--- src/rtl/timing_counter.sv ---
// -----------------------------------------------------------------------------
// timing_counter
//
// Purpose:
//    Programmable modulo counter used as the building block of the VGA
//    horizontal (pixel) and vertical (line) timing chains. It counts up or
//    down over 0..limit. It provides clear, load and enable controls. A
//    combinational terminal-count output lets one counter enable the next.
//    NUM_CMP window comparators produce registered flags that stay aligned
//    with the count, for sync, blanking and active-video decode.
//
// Parameters:
//    BIT_WIDTH  width of count, limit, load and window values
//    NUM_CMP    number of independent window comparators
//
// Ports:
//    clk        rising-edge clock
//    rst_n      asynchronous active-low reset
//    en         count enable; one step per cycle while high
//    clr        synchronous clear to 0 (highest priority)
//    load       synchronous load of load_val
//    load_val   value loaded when load is high
//    dir        1 = count up, 0 = count down
//    limit      terminal value; count range is 0..limit
//    win_start  per-channel window start, channel i at [i*BIT_WIDTH +: BIT_WIDTH]
//    win_end    per-channel window end (inclusive), packed the same way
//    q          current count
//    tc         terminal count (combinational), for cascading
//    wrap       registered one-cycle pulse after an enabled wrap
//    in_win     registered per-channel window flags, aligned with q
// -----------------------------------------------------------------------------
module timing_counter #(
   parameter int BIT_WIDTH = 10,
   parameter int NUM_CMP   = 2
) (
   input  logic                           clk,
   input  logic                           rst_n,
   input  logic                           en,
   input  logic                           clr,
   input  logic                           load,
   input  logic [BIT_WIDTH-1:0]           load_val,
   input  logic                           dir,
   input  logic [BIT_WIDTH-1:0]           limit,
   input  logic [NUM_CMP*BIT_WIDTH-1:0]   win_start,
   input  logic [NUM_CMP*BIT_WIDTH-1:0]   win_end,
   output logic [BIT_WIDTH-1:0]           q,
   output logic                           tc,
   output logic                           wrap,
   output logic [NUM_CMP-1:0]             in_win
);

   logic [BIT_WIDTH-1:0] r_q;
   logic                 r_wrap;
   logic [NUM_CMP-1:0]   r_in_win;

   logic [BIT_WIDTH-1:0] w_q_next;
   logic                 w_tc;
   logic                 w_wrap_next;
   logic [NUM_CMP-1:0]   w_in_win_next;

   // Terminal count uses the live en, dir and limit. A downstream counter
   // can therefore take this as its enable with no extra cycle of delay.
   assign w_tc = en & (dir ? (r_q >= limit) : (r_q == '0));

   // Next-count selection. The >= test makes a count that was loaded above
   // limit return to 0 on the next up step instead of running past limit.
   always_comb begin
      w_q_next = r_q;
      if (clr) begin
         w_q_next = '0;
      end else if (load) begin
         w_q_next = load_val;
      end else if (en) begin
         if (dir) begin
            w_q_next = (r_q >= limit) ? '0 : r_q + 1'b1;
         end else begin
            w_q_next = (r_q == '0) ? limit : r_q - 1'b1;
         end
      end
   end

   // An enabled wrap occurs only when clr and load do not override the step.
   assign w_wrap_next = w_tc & ~clr & ~load;

   // The comparators evaluate the next count. The registered flag therefore
   // changes on the same edge as q.
   generate
      for (genvar gi = 0; gi < NUM_CMP; gi++) begin : g_cmp
         logic [BIT_WIDTH-1:0] w_start;
         logic [BIT_WIDTH-1:0] w_end;

         assign w_start = win_start[gi*BIT_WIDTH +: BIT_WIDTH];
         assign w_end   = win_end[gi*BIT_WIDTH +: BIT_WIDTH];

         // When start > end, the window straddles the wrap point of the count.
         assign w_in_win_next[gi] = (w_start <= w_end)
                                  ? ((w_q_next >= w_start) && (w_q_next <= w_end))
                                  : ((w_q_next >= w_start) || (w_q_next <= w_end));
      end
   endgenerate

   always_ff @(posedge clk or negedge rst_n) begin
      if (!rst_n) begin
         r_q      <= '0;
         r_wrap   <= 1'b0;
         r_in_win <= '0;
      end else begin
         r_q      <= w_q_next;
         r_wrap   <= w_wrap_next;
         r_in_win <= w_in_win_next;
      end
   end

   assign q      = r_q;
   assign tc     = w_tc;
   assign wrap   = r_wrap;
   assign in_win = r_in_win;

endmodule

--- config.mk ---
export PLATFORM = sky130hd
export DESIGN_NAME = timing_counter
export DESIGN_NICKNAME = d
export VERILOG_FILES = /design/src/rtl/timing_counter.sv
export SDC_FILE = /design/constraint.sdc
export NUM_CORES = 1
export LEC_CHECK = 0
export ABC_CLOCK_PERIOD_IN_PS = 4550
export BUFFER_PORTS_ARGS = -buffer_cell sky130_fd_sc_hd__clkbuf_2
export CORE_ASPECT_RATIO = 1.1
export CORE_UTILIZATION = 50
export DETAILED_ROUTE_END_ITERATION = 8
export GPL_TIMING_DRIVEN = 0
export PLACE_DENSITY = 0.77
export SLEW_MARGIN = 20
export SYNTH_ARGS = -nofsm -noshare
export SYNTH_HDL_FRONTEND = slang
export SYNTH_SLANG_ARGS = --single-unit
export TNS_END_PERCENT = 50
--- constraint.sdc ---
create_clock -name clk -period 4.55 [get_ports clk]
set_input_delay 0.455 -clock clk [delete_from_list [all_inputs] [get_ports clk]]
set_output_delay 0.455 -clock clk [all_outputs]
set_load 0.02 [all_outputs]
==> impl_metrics.json, run 1 <==
{
  "mostFrequentLayoutCell": "clkbuf_2",
  "tightest_slew_ns": 0.9035,
  "synth-seq-cells": 13,
  "fin_crit_sh_pct": 96.87,
  "worstSkewPairLatency_ns": 0.23,
  "status": "finished clean",
  "track_usage_pct": 25.45,
  "pin_count": 80,
  "synth_warnings": 0,
  "vias": 2958,
  "mostFrequentLayoutCells": "80 x clkbuf_2, 72 x ha_1, 62 x inv_1",
  "maxSlewHeadroom_pct": 39.77,
  "setup.worst_path.start_class": "flip-flop",
  "fmax_ghz": 0.2269,
  "clockRootBuffer": "clkbuf_8",
  "cts_buffer_depth": 2,
  "cts_buffers": 3,
  "worstPathRequired_ns": 4.66,
  "slew_viol_final": 0,
  "drc": 0,
  "synthArstFlopShare_pct": 100.0,
  "utilization_pct": 63.04,
  "cts_tree": "done",
  "p_leak_nw": 1.916,
  "placed_area_mm2": 0.003323,
  "die_w_um": 73.78,
  "cp_max_fo": 8,
  "arrival_ns": 4.52,
  "final.setup_skew_ns": 0.002921,
  "critPathKind": "flip-flop to flip-flop",
  "final.min_clock_period_ns": 4.408,
  "ys_types": 53,
  "synth_area_per_cell_um2": 7.639,
  "antenna_found_initial": 0,
  "grt_pass1_wl_um": 12130,
  "ys_seq_area_share_pct": 11.48,
  "clkSinkCount": 13,
  "place.gp.congestion": 0.8646,
  "postLayoutCellArea_mm2": 0.003423,
  "drtPass1Iterations": 4,
  "path_clk_slew_ns": 0.05,
  "grt_max_degree": 14,
  "cts_hold_buf": 0,
  "grt_overflow": 0,
  "routed_via_density": 5.592,
  "die_h_um": 80.96,
  "start_util_pct": 52.19,
  "drt-initial-drc-count": 184,
  "wl_um": 7433,
  "synth_top_flop_cell": "dfrtp_1",
  "finalHoldViolCount": 0,
  "syn-num-nets": 509,
  "synth_edf_count": 0,
  "ir_worst_vdd_uv": 80.56,
  "hpwl_um": 6347,
  "setup_violations": 0,
  "grt_pass1_vias": 2858,
  "drive_gt1_share_pct": 21.59,
  "drv_cap": 0,
  "syn_inst": 371,
  "end_kind": "flip-flop",
  "num_rows": 28,
  "port_buffers": 79,
  "nNetsFinal": 593,
  "holdCritPathClass": "input pin to async pin",
  "die-area_mm2": 0.005973,
  "syn-cell-area_mm2": 0.002834,
  "cts-htree-levels": 1,
  "core_mm2": 0.005430,
  "wl_per_cell_um": 14.05,
  "n_antenna_cell": 0,
  "area_delta_synth_final_pct": 20.79,
  "power_density_mw_per_mm2": 166.0,
  "ant_nets": 0
}
==> cell type report <==
type | instances | area (µm²)
multi-input cells | 280 | 2250
fillers | 521 | 2007
repair buffers | 80 | 402.9
flip-flops and latches | 13 | 325.3
inverters | 62 | 232.7
well taps | 75 | 93.84
plain buffers | 15 | 73.82
clock buffers | 4 | 45.04
==> sequential cells by signal (all words and copies together), names as in the netlist <==
register	cells
in_win	2
q	10
wrap	1
==> per-layer routing <==
layer | GRT usage [%] | wire (µm) | share of wire, % | vias to the layer above
met3 | 1.117 | 320 | 4.3 | 14
li1 | - | - | - | 1516
met5 | 0 | 0 | 0 | -
met1 | 29.60 | 3222 | 43 | 1328
met4 | 5.577 | 112 | 1.5 | 0
met2 | 50.37 | 3777 | 51 | 100
==> worst max-delay path, cell delays in order, from the launching register on <==
cell and delay (ns):
dfrtp_1 0.48, inv_1 0.18, ha_1 0.23, or4b_1 0.47, or3_1 0.31, buf_2 0.16
o311ai_1 0.30, nand3_1 0.14, a221oi_2 0.56, ha_1 0.34, a21o_1 0.16, a21oi_1 0.17
o21ai_0 0.12, a221o_1 0.31, maj3_1 0.35
==> through the flow <==
step,setup slack [ns],power [mW],hold slack (ns),std cells,setup TNS (ns)
global route,-0.001152,0.6201,0.1167,529,-0.001152
floorplan,0.5196,0.3559,0.1594,371,0
CTS,0.02836,0.5643,0.1123,529,0
finish,0.1425,0.5683,0.1098,529,0
global placement,-0.03917,0.4529,0.3604,525,-0.03917
detailed placement,-0.06186,0.4613,0.3626,525,-0.06186
==> cell usage after synthesis, drive strengths merged (9+ instances only) <==
cell / instances / area share (%)
clkbuf: 12 / 1.6
a21oi: 32 / 5.8
nand2: 17 / 2.3
a21o: 9 / 2.4
o21ai: 19 / 3.4
nor2: 15 / 2.0
inv: 62 / 8.2
nand4: 9 / 2.0
ha: 72 / 32
dfrtp: 13 / 11
nor3: 12 / 2.1
nand3: 16 / 2.8
==> logic make-up after synthesis <==
| family | synth area share [%] |
|---|---|
| flops | 11.48 |
| compound gates | 23.80 |
| xor+xnor | 2.473 |
| simple gates | 18.85 |
| fa+ha+maj | 32.49 |
| buf+inv | 10.90 |
==> report_power, final <==
part	internal, mW	switching, mW	total, mW
Sequential	0.126	0.0121	0.138
Combinational	0.142	0.189	0.332
Clock	0.0616	0.0369	0.0985
==> worst paths after layout <==
| check | startpoint | end | slack [ns] | cells after the start |
|---|---|---|---|---|
| min in group clk | load_val[0] | q[0]$_DFF_PN0_ | 0.51 | 3 |
| hold reg to reg | q[8]$_DFF_PN0_ | q[8]$_DFF_PN0_ | 0.88 | 2 |
| max in group asynchronous | rst_n | q[1]$_DFF_PN0_ | 4.20 | 1 |
| hold / removal | rst_n | wrap$_DFF_PN0_ | 0.11 | 1 |
| setup reg to reg | q[0]$_DFF_PN0_ | in_win[0]$_DFF_PN0_ | 0.14 | 14 |
| setup / recovery | q[0]$_DFF_PN0_ | in_win[0]$_DFF_PN0_ | 0.14 | 14 |
==> timing repair <==
| action | 4_1_cts | 5_1_grt |
|---|---|---|
| gates resized for setup | 2 | 7 |
| pin swaps | 0 | 1 |
| setup endpoints to repair | 1 | 2 |
| setup buffers | 0 | 1 |
(Power assumes the default switching activity.)
==> run 2: changes to the inputs <==
--- a/config.mk
+++ b/config.mk
@@ -11,7 +11,7 @@
 export CORE_UTILIZATION = 50
 export DETAILED_ROUTE_END_ITERATION = 8
 export GPL_TIMING_DRIVEN = 0
-export PLACE_DENSITY = 0.77
+export PLACE_DENSITY_LB_ADDON = 0.2
 export SLEW_MARGIN = 20
 export SYNTH_ARGS = -nofsm -noshare
 export SYNTH_HDL_FRONTEND = slang
==> run 2 against run 1 <==
Routed wire length rose by 0.39%. Non-clock buffer count rose by 1. Maximum frequency rose by 1.2%. Critical path type unchanged. Largest cell class unchanged. Highest routed layer unchanged.
==> impl_metrics.json, run 2 (same netlist as run 1, synthesis figures left out) <==
{
  "utilization_pct": 63.57,
  "whs_ns": 0.09614,
  "mostFrequentLayoutCell": "clkbuf_2",
  "drtPass1Iterations": 4,
  "holdCritPathClass": "input pin to async pin",
  "place.gp.congestion": 0.8752,
  "final.setup_skew_ns": 0.002668,
  "die_w_um": 73.78,
  "end_kind": "flip-flop",
  "p_leak_nw": 1.922,
  "cts_tree": "done",
  "worstPathRequired_ns": 4.67,
  "vias": 2960,
  "critPathBufInv": 2,
  "mostFrequentLayoutCells": "80 x clkbuf_2, 72 x ha_1, 62 x inv_1",
  "drt-initial-drc-count": 223,
  "status": "finished clean",
  "p_switching_mw": 0.2468,
  "drive_gt1_share_pct": 22.20,
  "postLayoutCellArea_mm2": 0.003452,
  "clockRootBuffer": "clkbuf_8",
  "p_sw_share_pct": 42.63,
  "setup_violations": 0,
  "cts_hold_buf": 0,
  "setup.worst_path.start_class": "flip-flop",
  "arrival_ns": 4.48,
  "finalHoldViolCount": 0,
  "track_usage_pct": 26.30,
  "drc": 0,
  "wl_um": 7462,
  "cts_buffers": 3,
  "pin_count": 80,
  "p_clk_share_pct": 18.0,
  "placed_area_mm2": 0.003323,
  "crit_chain": "inv_1 -> ha_1 -> nand2b_1 -> a211o_1 -> nand3_1 -> a21bo_2 -> buf_1 -> a311oi_1 -> or3_4 -> ha_1 -> nand2b_1 -> a21o_1 -> a21oi_1 -> o21ai_0 -> a221o_1 -> maj3_1",
  "cts_buffer_depth": 2,
  "die_h_um": 80.96,
  "grt_pass1_wl_um": 12310,
  "ir_worst_vdd_uv": 95.66,
  "tightest_slew_ns": 0.6825,
  "combPwrFrac_pct": 58.1,
  "drv_cap": 0,
  "crit_family": "compound AO/OA/AOI/OAI gates",
  "power.internal_mw": 0.3321,
  "clkSinkCount": 13,
  "dp_cells": 525,
  "grt_overflow": 0,
  "r2r_end": "in_win[0]$_DFF_PN0_",
  "fin_crit_sh_pct": 95.74,
  "cp_slowest_cell": "dfrtp_1",
  "hpwl_um": 6324,
  "routed_via_density": 5.585,
  "fmax_ghz": 0.2296,
  "cts-htree-levels": 1,
  "grt_max_degree": 14,
  "maxSlewHeadroom_pct": 54.50,
  "regToRegSetupSlack_ns": 0.19,
  "total_power_mw": 0.5789,
  "path_clk_slew_ns": 0.06,
  "reg2reg_from": "q[0]$_DFF_PN0_",
  "final.min_clock_period_ns": 4.356,
  "ant_nets": 0,
  "grt_pass1_vias": 2771,
  "largest_register_ffs": 10,
  "antenna_found_initial": 0,
  "start_util_pct": 52.19,
  "n_antenna_cell": 0,
  "critPathKind": "flip-flop to flip-flop",
  "slew_viol_final": 0,
  "slowest_delay_ns": 0.53,
  "final_cell_count_no_fill": 530,
  "worstSkewPairLatency_ns": 0.24,
  "port_buffers": 79,
  "nNetsFinal": 594,
  "wl_per_cell_um": 14.08,
  "num_rows": 28,
  "power_density_mw_per_mm2": 167.7,
  "core_mm2": 0.005430,
  "cp_max_fo": 9,
  "die-area_mm2": 0.005973,
  "ff2ff_path_depth": 16,
  "p_seq_share_pct": 23.9,
  "area_delta_synth_final_pct": 21.81
}
## run 2: changes by cell type in the layout (fill, tap and decap cells not counted)
| cell | delta |
|---|---|
| a21oi_1 | -2 |
| a21oi_2 | +2 |
| a221oi_1 | -1 |
| a221oi_4 | +1 |
| buf_1 | +1 |
## run 2: power groups by stage
stage	clock network (mW)	registers (mW)	logic [mW]
CTS	0.107	0.138	0.327
floorplan	0	0.150	0.206
detailed placement	0	0.140	0.322
global route	0.111	0.139	0.380
global placement	0	0.140	0.314
finish	0.104	0.138	0.336
## run 2: metal layers
metal | global-route usage [%] | vias up | routed length (µm)
met5 | 0 | - | 0
li1 | - | 1518 | -
met2 | 49.45 | 101 | 3789
met3 | 0.6203 | 14 | 397
met1 | 32.53 | 1327 | 3134
met4 | 7.115 | 0 | 140
## run 2: worst reg2reg max path, stage by stage, from the launching register on
cell and delay (ns):
dfrtp_1 0.53, inv_1 0.18, ha_1 0.30, nand2b_1 0.14, a211o_1 0.29, nand3_1 0.14, a21bo_2 0.14, buf_1 0.31
a311oi_1 0.21, or3_4 0.44, ha_1 0.28, nand2b_1 0.14, a21o_1 0.18, a21oi_1 0.18, o21ai_0 0.13, a221o_1 0.31
maj3_1 0.35
## run 2: repair_timing
action	CTS	global route
endpoints found under the setup margin	1	2
buffers inserted	0	1
pin swaps	0	1
gates resized for setup	3	10
## run 2: metrics by stage
step	setup WS, ns	TNS (ns)
global placement	-0.1376	-0.1376
global route	-0.0006657	-0.0006657
CTS	0.01492	0
finish	0.1937	0
floorplan	0.5196	0
detailed placement	-0.1086	-0.1086
## run 2: layout make-up
type,count,area (µm²)
plain buffers,16,77.57
well taps,75,93.84
flip-flops and latches,13,325.3
repair buffers,80,402.9
clock buffers,4,45.04
fillers,504,1978
inverters,62,232.7
multi-input cells,280,2275
## run 2: how the worst max path moves through the flow
stage | start | to | depth (start not counted)
final | q[0]$_DFF_PN0_ | in_win[0]$_DFF_PN0_ | 16
after global routing | q[0]$_DFF_PN0_ | in_win[0]$_DFF_PN0_ | 16
after CTS | q[0]$_DFF_PN0_ | in_win[0]$_DFF_PN0_ | 16
after detailed placement | q[0]$_DFF_PN0_ | in_win[0]$_DFF_PN0_ | 14
after global placement | q[0]$_DFF_PN0_ | in_win[0]$_DFF_PN0_ | 14
after floorplan | q[6]$_DFF_PN0_ | in_win[0]$_DFF_PN0_ | 15
